--- config.mk ---
export PLATFORM = sky130hd
export DESIGN_NAME = cordic_ctrl_flat
export DESIGN_NICKNAME = d
export VERILOG_FILES = /design/src/rtl/cordic_pkg.sv /design/src/rtl/cordic_ctrl_if.sv /design/src/rtl/bam_to_rad.sv /design/src/rtl/cordic_ctrl.sv /design/src/flat_wrapper.sv
export SDC_FILE = /design/constraint.sdc
export NUM_CORES = 1
export LEC_CHECK = 0
export BUFFER_PORTS_ARGS = -buffer_cell sky130_fd_sc_hd__buf_2
export CORE_ASPECT_RATIO = 1.5
export CORE_MARGIN = 2
export CORE_UTILIZATION = 40
export CTS_CLUSTER_DIAMETER = 30
export DETAILED_ROUTE_END_ITERATION = 12
export MAX_ROUTING_LAYER = met4
export PLACE_DENSITY = 0.58
export REMOVE_ABC_BUFFERS = 1
export SLEW_MARGIN = 20
export SYNTH_ARGS = -nofsm -noshare
export SYNTH_HDL_FRONTEND = slang
export SYNTH_SLANG_ARGS = --single-unit
export TNS_END_PERCENT = 5
--- constraint.sdc ---
create_clock -name clk -period 6.6 [get_ports clk]
set_input_delay 1.98 -clock clk [delete_from_list [all_inputs] [get_ports clk]]
set_output_delay 1.98 -clock clk [all_outputs]
set_load 0.01 [all_outputs]
--- src/rtl/cordic_pkg.sv ---
// Shared types and fixed-point constants for the CORDIC sequencing controller.
// Angles on the datapath side are signed Q2.14 radians.
package cordic_pkg;

    typedef enum logic [2:0] {
        ST_IDLE,
        ST_CONV,
        ST_LOAD,
        ST_RUN,
        ST_RESP
    } state_t;

    localparam logic [15:0] HALF_PI_Q14  = 16'h6488;
    localparam int unsigned RAD_PER_QUAD = 25736;
    localparam logic [15:0] Q14_ONE      = 16'h4000;

endpackage

--- src/rtl/cordic_ctrl_if.sv ---
// Request/response bus between system requesters and the CORDIC controller.
// master = requester/consumer side, slave = controller side.
interface cordic_ctrl_if;

    logic        req_valid;
    logic        req_ready;
    logic [15:0] req_angle;
    logic        rsp_valid;
    logic        rsp_ready;
    logic [15:0] rsp_sin;
    logic [15:0] rsp_cos;
    logic        rsp_err;

    modport master (
        output req_valid, req_angle, rsp_ready,
        input  req_ready, rsp_valid, rsp_sin, rsp_cos, rsp_err
    );

    modport slave (
        input  req_valid, req_angle, rsp_ready,
        output req_ready, rsp_valid, rsp_sin, rsp_cos, rsp_err
    );

endinterface

--- src/rtl/bam_to_rad.sv ---
// Converts a 14-bit in-quadrant binary angle to a rounded Q2.14 radian residual.
// Lower-half-plane sectors are re-based by -pi/2 so the datapath sees a small angle.
module bam_to_rad
    import cordic_pkg::*;
(
    input  logic [1:0]  i_sector,
    input  logic [13:0] i_resid,
    output logic [15:0] o_angle
);

    logic [29:0]        w_prod;
    logic [15:0]        w_rad;
    logic signed [16:0] w_diff;

    always_comb begin
        // Round-to-nearest before dropping the 14 fractional bits of the scale.
        w_prod = 30'(i_resid) * 30'(RAD_PER_QUAD) + 30'(Q14_ONE >> 1);
        w_rad  = 16'(w_prod >> 14);
        w_diff = $signed({1'b0, w_rad}) - $signed({1'b0, HALF_PI_Q14});
        case (i_sector)
            2'b00, 2'b01: o_angle = w_rad;
            default:      o_angle = 16'(w_diff);
        endcase
    end

endmodule

--- src/rtl/cordic_ctrl.sv ---
// Sequencing controller for the iterative 16-bit CORDIC datapath: accepts one
// angle, loads and runs the datapath, and holds the sin/cos result until taken.
module cordic_ctrl
    import cordic_pkg::*;
#(
    parameter int ITER    = 12,
    parameter int TIMEOUT = ITER + 4
) (
    input  logic        clk,
    input  logic        rst_n,
    cordic_ctrl_if.slave bus,
    output logic        dp_rst,
    output logic        dp_cnt_en,
    output logic [15:0] dp_angle,
    output logic [1:0]  dp_sector,
    input  logic        dp_done,
    input  logic [15:0] dp_sin,
    input  logic [15:0] dp_cos
);

    localparam int CNT_W = $clog2(TIMEOUT + 1);

    state_t             r_state;
    state_t             w_next;
    logic [1:0]         r_sector;
    logic [13:0]        r_resid;
    logic [15:0]        r_dp_angle;
    logic [1:0]         r_dp_sector;
    logic [CNT_W-1:0]   r_run_cnt;
    logic [15:0]        r_rsp_sin;
    logic [15:0]        r_rsp_cos;
    logic               r_rsp_err;
    logic [15:0]        w_conv_angle;
    logic               w_accept;
    logic               w_run;
    logic               w_timeout;

    bam_to_rad u_bam_to_rad (
        .i_sector (r_sector),
        .i_resid  (r_resid),
        .o_angle  (w_conv_angle)
    );

    assign w_accept  = (r_state == ST_IDLE) && bus.req_valid;
    assign w_run     = (r_state == ST_RUN);
    assign w_timeout = w_run && (r_run_cnt == CNT_W'(TIMEOUT - 1));

    always_ff @(posedge clk or negedge rst_n) begin
        if (!rst_n) begin
            r_state <= ST_IDLE;
        end else begin
            r_state <= w_next;
        end
    end

    always_comb begin
        // NOTE: defaulting to the current state on every path keeps this purely combinational (no latch).
        w_next = r_state;
        unique case (r_state)
            ST_IDLE: if (bus.req_valid)          w_next = ST_CONV;
            ST_CONV:                             w_next = ST_LOAD;
            ST_LOAD:                             w_next = ST_RUN;
            ST_RUN:  if (dp_done || w_timeout)   w_next = ST_RESP;
            ST_RESP: if (bus.rsp_ready)          w_next = ST_IDLE;
            default:                             w_next = ST_IDLE;
        endcase
    end

    // NOTE: registers are updated with non-blocking assignments so every read sees the pre-edge value.
    always_ff @(posedge clk or negedge rst_n) begin
        if (!rst_n) begin
            r_sector    <= '0;
            r_resid     <= '0;
            r_dp_angle  <= '0;
            r_dp_sector <= '0;
            r_run_cnt   <= '0;
            r_rsp_sin   <= '0;
            r_rsp_cos   <= '0;
            r_rsp_err   <= 1'b0;
        end else begin
            if (w_accept) begin
                r_sector <= bus.req_angle[15:14];
                r_resid  <= bus.req_angle[13:0];
            end

            if (r_state == ST_CONV) begin
                r_dp_sector <= r_sector;
                r_dp_angle  <= w_conv_angle;
            end

            if (r_state == ST_LOAD) begin
                r_run_cnt <= '0;
            end else if (w_run) begin
                r_run_cnt <= r_run_cnt + 1'b1;
            end

            // A done on the timeout cycle still counts as a normal completion.
            if (w_run && dp_done) begin
                r_rsp_sin <= dp_sin;
                r_rsp_cos <= dp_cos;
                r_rsp_err <= 1'b0;
            end else if (w_timeout) begin
                r_rsp_sin <= '0;
                r_rsp_cos <= '0;
                r_rsp_err <= 1'b1;
            end
        end
    end

    // The datapath is parked whenever it is not iterating, including during reset.
    assign dp_rst        = (r_state != ST_RUN) || !rst_n;
    assign dp_cnt_en     = w_run;
    assign dp_angle      = r_dp_angle;
    assign dp_sector     = r_dp_sector;

    assign bus.req_ready = (r_state == ST_IDLE);
    assign bus.rsp_valid = (r_state == ST_RESP);
    assign bus.rsp_sin   = r_rsp_sin;
    assign bus.rsp_cos   = r_rsp_cos;
    assign bus.rsp_err   = r_rsp_err;

endmodule

--- src/flat_wrapper.sv ---
// flat-port wrapper written by rule: the top's interface ports become plain ports
module cordic_ctrl_flat import cordic_pkg::*;
#(
    parameter int ITER    = 12,
    parameter int TIMEOUT = ITER + 4
)
  (clk, rst_n, dp_rst, dp_cnt_en, dp_angle, dp_sector, dp_done, dp_sin, dp_cos, bus_req_valid, bus_req_angle, bus_rsp_ready, bus_req_ready, bus_rsp_valid, bus_rsp_sin, bus_rsp_cos, bus_rsp_err);
  cordic_ctrl_if bus_i ();
  input  logic clk;
  input  logic rst_n;
  output logic dp_rst;
  output logic dp_cnt_en;
  output logic [15:0] dp_angle;
  output logic [1:0] dp_sector;
  input  logic dp_done;
  input  logic [15:0] dp_sin;
  input  logic [15:0] dp_cos;
  input wire logic [$bits(bus_i.req_valid)-1:0] bus_req_valid;
  input wire logic [$bits(bus_i.req_angle)-1:0] bus_req_angle;
  input wire logic [$bits(bus_i.rsp_ready)-1:0] bus_rsp_ready;
  output wire logic [$bits(bus_i.req_ready)-1:0] bus_req_ready;
  output wire logic [$bits(bus_i.rsp_valid)-1:0] bus_rsp_valid;
  output wire logic [$bits(bus_i.rsp_sin)-1:0] bus_rsp_sin;
  output wire logic [$bits(bus_i.rsp_cos)-1:0] bus_rsp_cos;
  output wire logic [$bits(bus_i.rsp_err)-1:0] bus_rsp_err;
  assign bus_i.req_valid = bus_req_valid;
  assign bus_i.req_angle = bus_req_angle;
  assign bus_i.rsp_ready = bus_rsp_ready;
  assign bus_req_ready = bus_i.req_ready;
  assign bus_rsp_valid = bus_i.rsp_valid;
  assign bus_rsp_sin = bus_i.rsp_sin;
  assign bus_rsp_cos = bus_i.rsp_cos;
  assign bus_rsp_err = bus_i.rsp_err;
  cordic_ctrl #(.ITER(ITER), .TIMEOUT(TIMEOUT)) u_core (.clk(clk), .rst_n(rst_n), .bus(bus_i), .dp_rst(dp_rst), .dp_cnt_en(dp_cnt_en), .dp_angle(dp_angle), .dp_sector(dp_sector), .dp_done(dp_done), .dp_sin(dp_sin), .dp_cos(dp_cos));
endmodule
==> out/results.tsv, run 1 <==
stage	metric	value	unit
cts	tritoncts	done	
sta	period_share	94.71	%
synth	post-synth-top-count-cell	ha_1	
setup_path	critPathMaxFanout	10	
setup_path	start_kind	flop	
sta	fin_skew	13.85	ps
placed_design	numPortBuffers	107	
sta	rsz0062_at_grt	no	
grt	grt_first_pass_wirelength	23600	um
synth	synthTopCellsByCount	84 x ha_1, 75 x dfrtp_1, 66 x inv_1, 66 x nand2_1, 35 x a22o_1	
synth	synth.yosys.seq_area_share	29.71	%
setup_path	rr_startpoint	u_core.r_resid[0]	
cts	postCtsSetupRepairBufs	0	
grt	grt_pass1_vias	5006	
worst_hold_path	hold_depth	2	
cts	cts_buffer_depth	2	
sta	slew-limit-headroom	42.24	%
synth	syn_area	6316	um2
synth	synth_edf_count	0	
setup_path	max_stage_delay	490	ps
floorplan	dieArea	16830	um2
setup_path	crit_family	adder cells	
setup_path	crit_start	u_core.r_resid[0]	
grt	grt-ovfl-total	0	
sta	drv_slew	0	
synth	yosysTopAreaCell	dfrtp_1	
synth	synth.ff_latch_count	75	
routing	totalWireLength	14440	um
finish	multi_input_area	4050	um2
floorplan	ioPinCount	108	
setup_path	worst_r2r_path_depth	24	
worst_hold_path	worstHoldPathType	flop to flop	
synth	yosys_warnings	0	
routing	vias	5069	
setup_path	crit_required	6850	ps
setup_path	reg2reg_slack	350	ps
grt	grtUsageTotal	17.92	%
finish	syn_to_final_growth	15.53	%
cts	clock-sinks	75	
routing	viasPerCell	5.286	
placed_design	place.gp.congestion	0.8337	
routing	drtIter0Drc	244	
synth	synth_cell_types	78	
cts	cts-resized-gates	0	
synth	synth_top_area_share	29.71	%
setup_path	cp_slowest_cell	fa_1	
synth	yosys-top-cells-area	dfrtp_1 30%, ha_1 17%, fa_1 7.0%	
floorplan	core_area	15550	um2
setup_path	worstSetupEndpointType	flop	
sta	clock.fmax	0.1600	GHz
routing	drtAntennaViolNets	0	
setup_path	r2r-end	u_core.dp_angle[13]	
finish	final_nets	910	
floorplan	num_rows	56	
sta	min_period	6251	ps
cts	cts_hold_buf	0	
sta	fin_setup_tns	0	ps
setup_path	worst_path_most_repeated_cell	ha_1	
floorplan	die_w	106.6	um
finish	seq_area	1877	um2
setup_path	worst-path-buf-inv	2	
routing	first_pass_iters	4	
cts	path_clk_slew	70	ps
finish	antennaDiodeCount	0	
worst_hold_path	min_to	u_core.dp_angle[10]	
routing	detail_route.wl_per_cell	15.05	um
synth	async_flop_share	100.0	%
floorplan	start_util	40.60	%
cts	insertion_delay	340	ps
job	drv_cap	0	
sta	worst_slew_pin_slew	866.4	ps
setup_path	path_cells	ha_1 -> ha_1 -> inv_1 -> fa_1 -> inv_1 -> fa_1 -> ha_1 -> ha_1 -> and3_2 -> or3b_2 -> o211a_1 -> ha_1 -> o2111a_1 -> a22o_1 -> o211a_1 -> xnor2_1 -> ha_1 -> nand3_1 -> nor3_1 -> nor3_1 -> a2bb2oi_2 -> o211ai_2 -> and3_4 -> o31ai_2	
setup_path	worstSetupPathType	flop to flop	
cts	cts_buffers	9	
sta	setup_viol	0	
status	status	finished clean	
synth	synthFlopType	dfrtp_1	
finish	nFillCells	1512	
grt	grt_max_degree	48	
sta	hold_viol	0	
synth	syn_inst	657	
worst_hold_path	hold_start	u_core.dp_angle[10]	
placed_design	dp_hpwl	11680	um
grt	antenna_found_initial	0	
synth	synth_area_per_cell	9.613	um2
cts	cts_root_buffer	clkbuf_16	
floorplan	die_h	157.9	um
routing	drc	0	
finish	layout-drive-gt1-share	21.96	%
cts	htree_levels	3	
setup_path	worstPathArrival	6500	ps
==> placed cells by master, fill, tap and decap left out, types with 5 or more instances in the layout <==
| cell | instances |
|---|---|
| a211oi_1 | 5 |
| a21o_1 | 9 |
| a21oi_1 | 30 |
| a22o_1 | 35 |
| and2_1 | 9 |
| buf_2 | 106 |
| clkbuf_16 | 9 |
| dfrtp_1 | 75 |
| fa_1 | 22 |
| ha_1 | 84 |
| inv_1 | 66 |
| mux2_2 | 10 |
| mux2i_1 | 5 |
| nand2_1 | 66 |
| nand3_1 | 16 |
| nand4_1 | 8 |
| nor2_1 | 19 |
| nor3_1 | 10 |
| o211ai_1 | 5 |
| o21ai_0 | 31 |
| or3_1 | 5 |
| xnor2_1 | 29 |
| xor2_1 | 9 |
==> cell type report <==
class | count | area share (%)
multi-input combinational | 488 | 55.50
sequential | 75 | 25.72
timing repair buffer | 109 | 7.579
inverter | 68 | 3.498
tap | 203 | 3.481
clock buffer | 9 | 3.086
clock inverter | 7 | 1.132
==> sequential cells by signal (all words and copies together), names as in the netlist <==
register	cells
u_core.r_resid	14
u_core.r_state	3
u_core.r_sector	2
u_core.dp_sector	2
u_core.bus.rsp_err	1
u_core.dp_angle	16
u_core.bus.rsp_cos	16
u_core.r_run_cnt	5
u_core.bus.rsp_sin	16
==> worst max-delay path by stage <==
stage / end / slack (ps) / cells past startpoint
after global routing: u_core.dp_angle[13] / 3 / 24
after detailed placement: u_core.dp_angle[13] / 380 / 24
after CTS: u_core.dp_angle[13] / 350 / 24
after floorplan: u_core.dp_angle[13] / 830 / 24
after global placement: u_core.dp_angle[13] / 490 / 24
final: u_core.dp_angle[13] / 350 / 24
==> worst reg2reg max path, cell delays in order, from the launching register on <==
cell and delay (ps):
dfrtp_1 420, ha_1 310, ha_1 270, inv_1 50
fa_1 490, inv_1 50, fa_1 450, ha_1 310
ha_1 480, and3_2 250, or3b_2 430, o211a_1 150
ha_1 260, o2111a_1 140, a22o_1 230, o211a_1 300
xnor2_1 240, ha_1 240, nand3_1 110, nor3_1 160
nor3_1 110, a2bb2oi_2 190, o211ai_2 120, and3_4 210
o31ai_2 190
==> logic make-up after synthesis <==
kind of cell / count (synthesis) / share of synthesized area (%)
xor gates and xnor gates: 39 / 5.527
buffers and inverters: 94 / 6.359
DFF: 75 / 29.71
adders and majority gates: 106 / 23.61
and+or+nand+nor: 170 / 13.83
AOI/OAI and AO/OA: 158 / 18.38
muxes: 15 / 2.575
==> metrics by stage <==
| stage | area, um2 | std cells | setup WS, ps | utilization [%] | hold WS (ps) |
|---|---|---|---|---|---|
| 2_1_floorplan | 6170 | 631 | 831.4 | - | 434.8 |
| 3_3_place_gp | 6980 | 943 | 485.0 | 44.88 | 456.9 |
| 3_5_place_dp | 6988 | 943 | 381.7 | 44.92 | 465.7 |
| 4_1_cts | 7296 | 959 | 345.4 | 46.90 | 479.5 |
| 5_1_grt | 7297 | 959 | 2.990 | 46.91 | 499.4 |
| 6_report | 7297 | 959 | 349.0 | 46.91 | 470.7 |
==> routing by layer <==
layer	vias up	global-route usage, %	routed length (um)
met2	139	33.48	7577
li1	2522	-	-
met3	21	2.923	707
met1	2387	19.33	5849
met4	0	5.318	301
met5	-	-	0
Power of run 1 is not shown: default switching activity piles up to over one toggle a cycle in this logic, so the estimate is an artifact.
==> run 2: changes to the inputs <==
Settings changed: BUFFER_PORTS_ARGS -buffer_cell sky130_fd_sc_hd__buf_2 to -buffer_cell sky130_fd_sc_hd__clkbuf_2, RECOVER_POWER from default to 25.
==> run 2 against run 1 <==
Against the previous run: the run now ends with capacitance limit, slew limit left; utilization shrank 0.14 points; register-to-register slack improved by 30 ps; setup slack better by 27 ps; critical path type unchanged; largest cell class unchanged.
==> out/results.tsv, run 2 (same netlist as run 1, synthesis figures left out) <==
stage	metric	value	unit
floorplan	die_h	157.9	um
setup_path	critPathMaxFanout	10	
setup_path	worst-path-buf-inv	2	
grt	antenna_found_initial	0	
cts	cts_hold_buf	0	
setup_path	path_cells	ha_1 -> ha_1 -> inv_1 -> fa_1 -> inv_1 -> fa_1 -> ha_1 -> ha_2 -> and3_2 -> or3b_2 -> o211a_1 -> ha_1 -> o2111a_1 -> a22o_1 -> o211a_1 -> xnor2_2 -> ha_1 -> nand3_1 -> nor3_1 -> nor3_1 -> a2bb2oi_2 -> o211ai_2 -> and3_4 -> o31ai_2	
routing	first_pass_iters	6	
cts	tritoncts	done	
placed_design	numPortBuffers	107	
setup_path	crit_family	adder cells	
setup_path	path_depth	24	
placed_design	dp_hpwl	11640	um
floorplan	num_rows	56	
setup_path	worst_path_most_repeated_cell	ha_1	
placed_design	place.gp.congestion	0.8410	
setup_path	worstSetupEndpointType	flop	
setup_path	start_kind	flop	
setup_path	reg2reg_slack	380	ps
sta	period_share	94.30	%
cts	htree_levels	3	
sta	rsz0062_at_grt	no	
cts	insertion_delay	350	ps
sta	clock.fmax	0.1607	GHz
sta	fin_skew	13.29	ps
setup_path	r2r-end	u_core.dp_angle[13]	
cts	cts_buffers	9	
routing	vias	5041	
sta	min_period	6224	ps
sta	drv_slew	79	
floorplan	start_util	40.60	%
sta	hold_viol	0	
setup_path	cp_slowest_cell	fa_1	
grt	grt_pass1_vias	4933	
routing	totalWireLength	14370	um
finish	final_common_cell	clkbuf_2	
setup_path	crit_required	6800	ps
routing	detail_route.wl_per_cell	14.99	um
finish	layout-drive-gt1-share	21.83	%
cts	cts_root_buffer	clkbuf_16	
finish	syn_to_final_growth	15.19	%
setup_path	rr_startpoint	u_core.r_resid[1]	
setup_path	crit_end	u_core.dp_angle[13]	
setup_path	worst_r2r_path_depth	24	
finish	final_nets	910	
sta	slew-limit-headroom	-63.27	%
routing	drtIter0Drc	238	
cts	path_clk_slew	70	ps
grt	grt_max_degree	48	
grt	grt-ovfl-total	0	
setup_path	worstPathArrival	6430	ps
finish	nFillCells	1485	
routing	viasPerCell	5.257	
setup_path	crit_start	u_core.r_resid[1]	
routing	drtAntennaViolNets	0	
status	status	complete, but fails checks	
floorplan	die_w	106.6	um
finish	seq_area	1877	um2
grt	grtUsageTotal	17.76	%
sta	worst_slew_pin_slew	2449	ps
floorplan	ioPinCount	108	
cts	cts_buffer_depth	2	
worst_hold_path	worstHoldPathType	flop to flop	
status	failed_checks	capacitance limit, slew limit	
floorplan	core_area	15550	um2
sta	setup_viol	0	
sta	fin_setup_tns	0	ps
cts	clock-sinks	75	
finish	multi_input_area	4060	um2
setup_path	max_stage_delay	500	ps
setup_path	worstSetupPathType	flop to flop	
job	drv_cap	2	
finish	antennaDiodeCount	0	
grt	grt_first_pass_wirelength	23380	um
routing	drc	0	
finish	mostFrequentLayoutCells	105 x clkbuf_2, 83 x ha_1, 75 x dfrtp_1	
floorplan	dieArea	16830	um2
-- run 2: cell types whose count changed in the layout (fill, tap and decap cells not counted), sizes merged --
cell,previous run,this run
bufinv,1,0
buf,109,1
inv,71,70
clkinv,1,2
clkbuf,9,117
clkinvlp,2,3
-- run 2: worst min-delay path by stage --
stage                                    from             endpoint  slack (ps)  cells past startpoint
after floorplan            u_core.r_sector[0]  u_core.dp_sector[0]         430                      2
after global placement     u_core.r_sector[0]  u_core.dp_sector[0]         460                      2
after detailed placement  u_core.r_run_cnt[4]  u_core.r_run_cnt[4]         470                      2
after CTS                 u_core.r_run_cnt[4]  u_core.r_run_cnt[4]         480                      2
after global routing       u_core.dp_angle[2]   u_core.dp_angle[2]         510                      2
final                     u_core.dp_angle[10]  u_core.dp_angle[10]         480                      2
-- run 2: tightest hold or removal path, delay by kind of cell (launching register included) --
family	cells	cell delay [ps]
and+or+nand+nor	1	40
AOI/OAI and AO/OA	1	60
DFF	1	340
-- run 2: per-layer routing --
| metal | wire, um | global-route usage, % | vias to the layer above |
|---|---|---|---|
| met5 | 0 | - | - |
| met4 | 314 | 5.937 | 0 |
| met3 | 628 | 2.676 | 20 |
| met2 | 7531 | 32.79 | 137 |
| met1 | 5899 | 19.38 | 2359 |
| li1 | - | - | 2525 |
-- run 2: final cells by class --
cell class | count | share of cell area (%)
multi-input cells | 488 | 55.80
repair buffers | 109 | 7.481
inverters | 68 | 3.508
well taps | 203 | 3.491
clock inverters | 7 | 0.8255
clock buffers | 9 | 3.095
flip-flops and latches | 75 | 25.80
-- run 2: what timing repair did --
action / 4_1_cts / 5_1_grt
setup buffers: 0 / 0
setup endpoints to repair: 0 / 4
resized for setup: 0 / 2
-- run 2: metrics by stage --
step	instance area [um2]	utilization [%]	instances	hold slack (ps)	setup WS [ps]
after floorplan	6170	-	631	434.8	831.4
after global placement	6980	44.88	943	456.7	485.0
after detailed placement	6988	44.92	943	466.9	288.7
after CTS	7273	46.76	959	482.6	253.7
after global routing	7276	46.77	959	511.6	36.27
final	7276	46.77	959	475.8	376.0
Power of run 2 is left out for the same reason.
==> run 3: changes to the inputs <==
Settings changed: ABC_AREA from default to 1, CAP_MARGIN from default to 30.
Clock period 6.6 ns to 7.3 ns, I/O delays scaled along.
==> run 3 against run 2 <==
Against the previous run: the run now ends clean; clock skew is 5.5 ps lower; synthesized cell count rose by 20%; first-iteration DRC count down 25%; setup slack improved by 1500 ps; cell count up 16%; final area is 1.8% higher; highest routed layer unchanged.
==> out/results.tsv, run 3 <==
stage	metric	value	unit
status	status	finished clean	
cts	htree_levels	3	
synth	synthFlopType	dfrtp_1	
synth	synth_top_area_share	29.70	%
setup_path	worstSetupPathType	input port to primary output	
floorplan	dieArea	16840	um2
routing	drtAntennaViolNets	0	
placed_design	dp_hpwl	12110	um
finish	antennaDiodeCount	0	
sta	clock.fmax	0.1845	GHz
synth	syn_area	6320	um2
setup_path	worstSetupEndpointType	primary output	
floorplan	start_util	40.63	%
synth	synth_area_per_cell	8.000	um2
cts	cts_hold_buf	0	
cts	path_clk_slew	60	ps
synth	async_flop_share	100.0	%
cts	clock-sinks	75	
sta	whs	470.0	ps
synth	post-synth-top-count-cell	nand2_1	
floorplan	die_h	157.9	um
synth	synthTopCellsByCount	191 x nand2_1, 132 x inv_1, 84 x ha_1	
setup_path	start_kind	input port	
synth	yosys_warnings	0	
grt	grt-ovfl-total	0	
cts	cts_root_buffer	clkbuf_16	
floorplan	num_rows	56	
cts	postCtsSetupRepairBufs	0	
finish	mostFrequentLayoutCells	191 x nand2_1, 132 x inv_1, 106 x clkbuf_2	
synth	yosysTopAreaCell	dfrtp_1	
synth	syn_inst	790	
placed_design	numPortBuffers	107	
routing	drc	0	
cts	insertion_delay	340	ps
grt	antenna_found_initial	0	
sta	fin_setup_tns	0	ps
synth	synth.ff_latch_count	75	
synth	synth.yosys.seq_area_share	29.70	%
cts	cts_buffers	9	
floorplan	core_area	15550	um2
routing	vias	5321	
sta	hold_viol	0	
sta	slew-limit-headroom	23.26	%
sta	period_share	74.25	%
finish	final_common_cell	nand2_1	
cts	cts_buffer_depth	2	
finish	syn_to_final_growth	17.20	%
cts	cts-resized-gates	0	
setup_path	worstPathArrival	3230	ps
placed_design	place.gp.congestion	0.8987	
sta	drv_slew	0	
grt	grt_pass1_vias	5075	
setup_path	crit_required	5110	ps
sta	min_period	5420	ps
sta	worst_slew_pin_slew	1151	ps
synth	yosys-top-cells-area	dfrtp_1 30%, ha_1 17%, nand2_1 11%	
sta	rsz0062_at_grt	no	
cts	tritoncts	done	
routing	totalWireLength	14830	um
grt	grt_first_pass_wirelength	24090	um
routing	drtIter0Drc	179	
floorplan	die_w	106.6	um
sta	fin_skew	7.827	ps
setup_path	critPathMaxFanout	16	
job	drv_cap	0	
finish	layout-drive-gt1-share	19.65	%
routing	detail_route.wl_per_cell	13.37	um
finish	final_nets	1060	
worst_hold_path	worstHoldPathType	flop to flop	
routing	first_pass_iters	4	
sta	setup_viol	0	
floorplan	ioPinCount	108	
synth	synth_cell_types	40	
synth	synth_edf_count	0	
grt	grt_max_degree	62	
grt	grtUsageTotal	18.51	%
routing	viasPerCell	4.798	
-- run 3: cell types whose count changed after synthesis, sizes merged, moves of 8 or more --
cell | previous run | this run
inv | 67 | 140
xnor2 | 30 | 6
nor2 | 19 | 49
a21o | 10 | 1
o21ai | 36 | 15
or3 | 8 | 0
nand3 | 16 | 61
clkbuf | 18 | 7
nand2 | 66 | 210
and2 | 10 | 2
-- run 3: layout make-up --
cell class | instances | area [um2]
clock buffer | 10 | 239.0
clock inverter | 6 | 70.07
fill | 1637 | 8148
inverter | 140 | 525.5
multi-input combinational | 563 | 3870
sequential | 75 | 1877
tap | 203 | 254.0
timing repair buffer | 112 | 571.8
-- run 3: path summary, 6_finish.rpt --
path | start | endpoint | slack, ps | cells after the start
max in group asynchronous | rst_n | u_core.dp_angle[15] | 3920 | 2
hold / removal | u_core.dp_sector[0] | u_core.dp_sector[0] | 470 | 2
setup / recovery | rst_n | dp_rst | 1880 | 3
hold reg to reg | u_core.dp_sector[0] | u_core.dp_sector[0] | 470 | 2
setup reg to reg | u_core.r_resid[2] | u_core.dp_angle[15] | 1980 | 28
min in group asynchronous | rst_n | u_core.r_resid[5] | 2020 | 1
-- run 3: logic make-up (layout without fill, tap and decap cells) --
family                     Yosys count  count (layout)  synth area share [%]
and+or+nand+nor                    350             350                 25.34
AOI/OAI and AO/OA                   89              89                 9.404
xor gates and xnor gates            11              11                 1.643
adders and majority gates          106             106                 23.60
buffers and inverters              152             268                 9.068
DFF                                 75              75                 29.70
muxes                                7               7                 1.247
-- run 3: layer usage --
layer / track usage [%] / up-vias / part of all wire, %
met5: - / - / 0
met4: 5.504 / 0 / 2.3
met3: 2.758 / 20 / 2.1
met2: 33.67 / 69 / 54
met1: 20.92 / 2441 / 42
li1: - / 2791 / -
-- run 3: metrics by stage --
| step | cells | worst slack (ps) | utilization, % | area (um2) |
|---|---|---|---|---|
| after floorplan | 778 | 2565 | - | 6272 |
| after global placement | 1092 | 2077 | 45.66 | 7102 |
| after detailed placement | 1093 | 2037 | 45.75 | 7117 |
| after CTS | 1109 | 2005 | 47.74 | 7426 |
| after global routing | 1109 | 1489 | 47.62 | 7407 |
| final | 1109 | 1880 | 47.62 | 7407 |
-- run 3: worst max-delay path, stage by stage --
cell and delay, ps:
clkbuf_1 770, nand2_1 100, clkbuf_2 160
Power of run 3 is left out for the same reason.
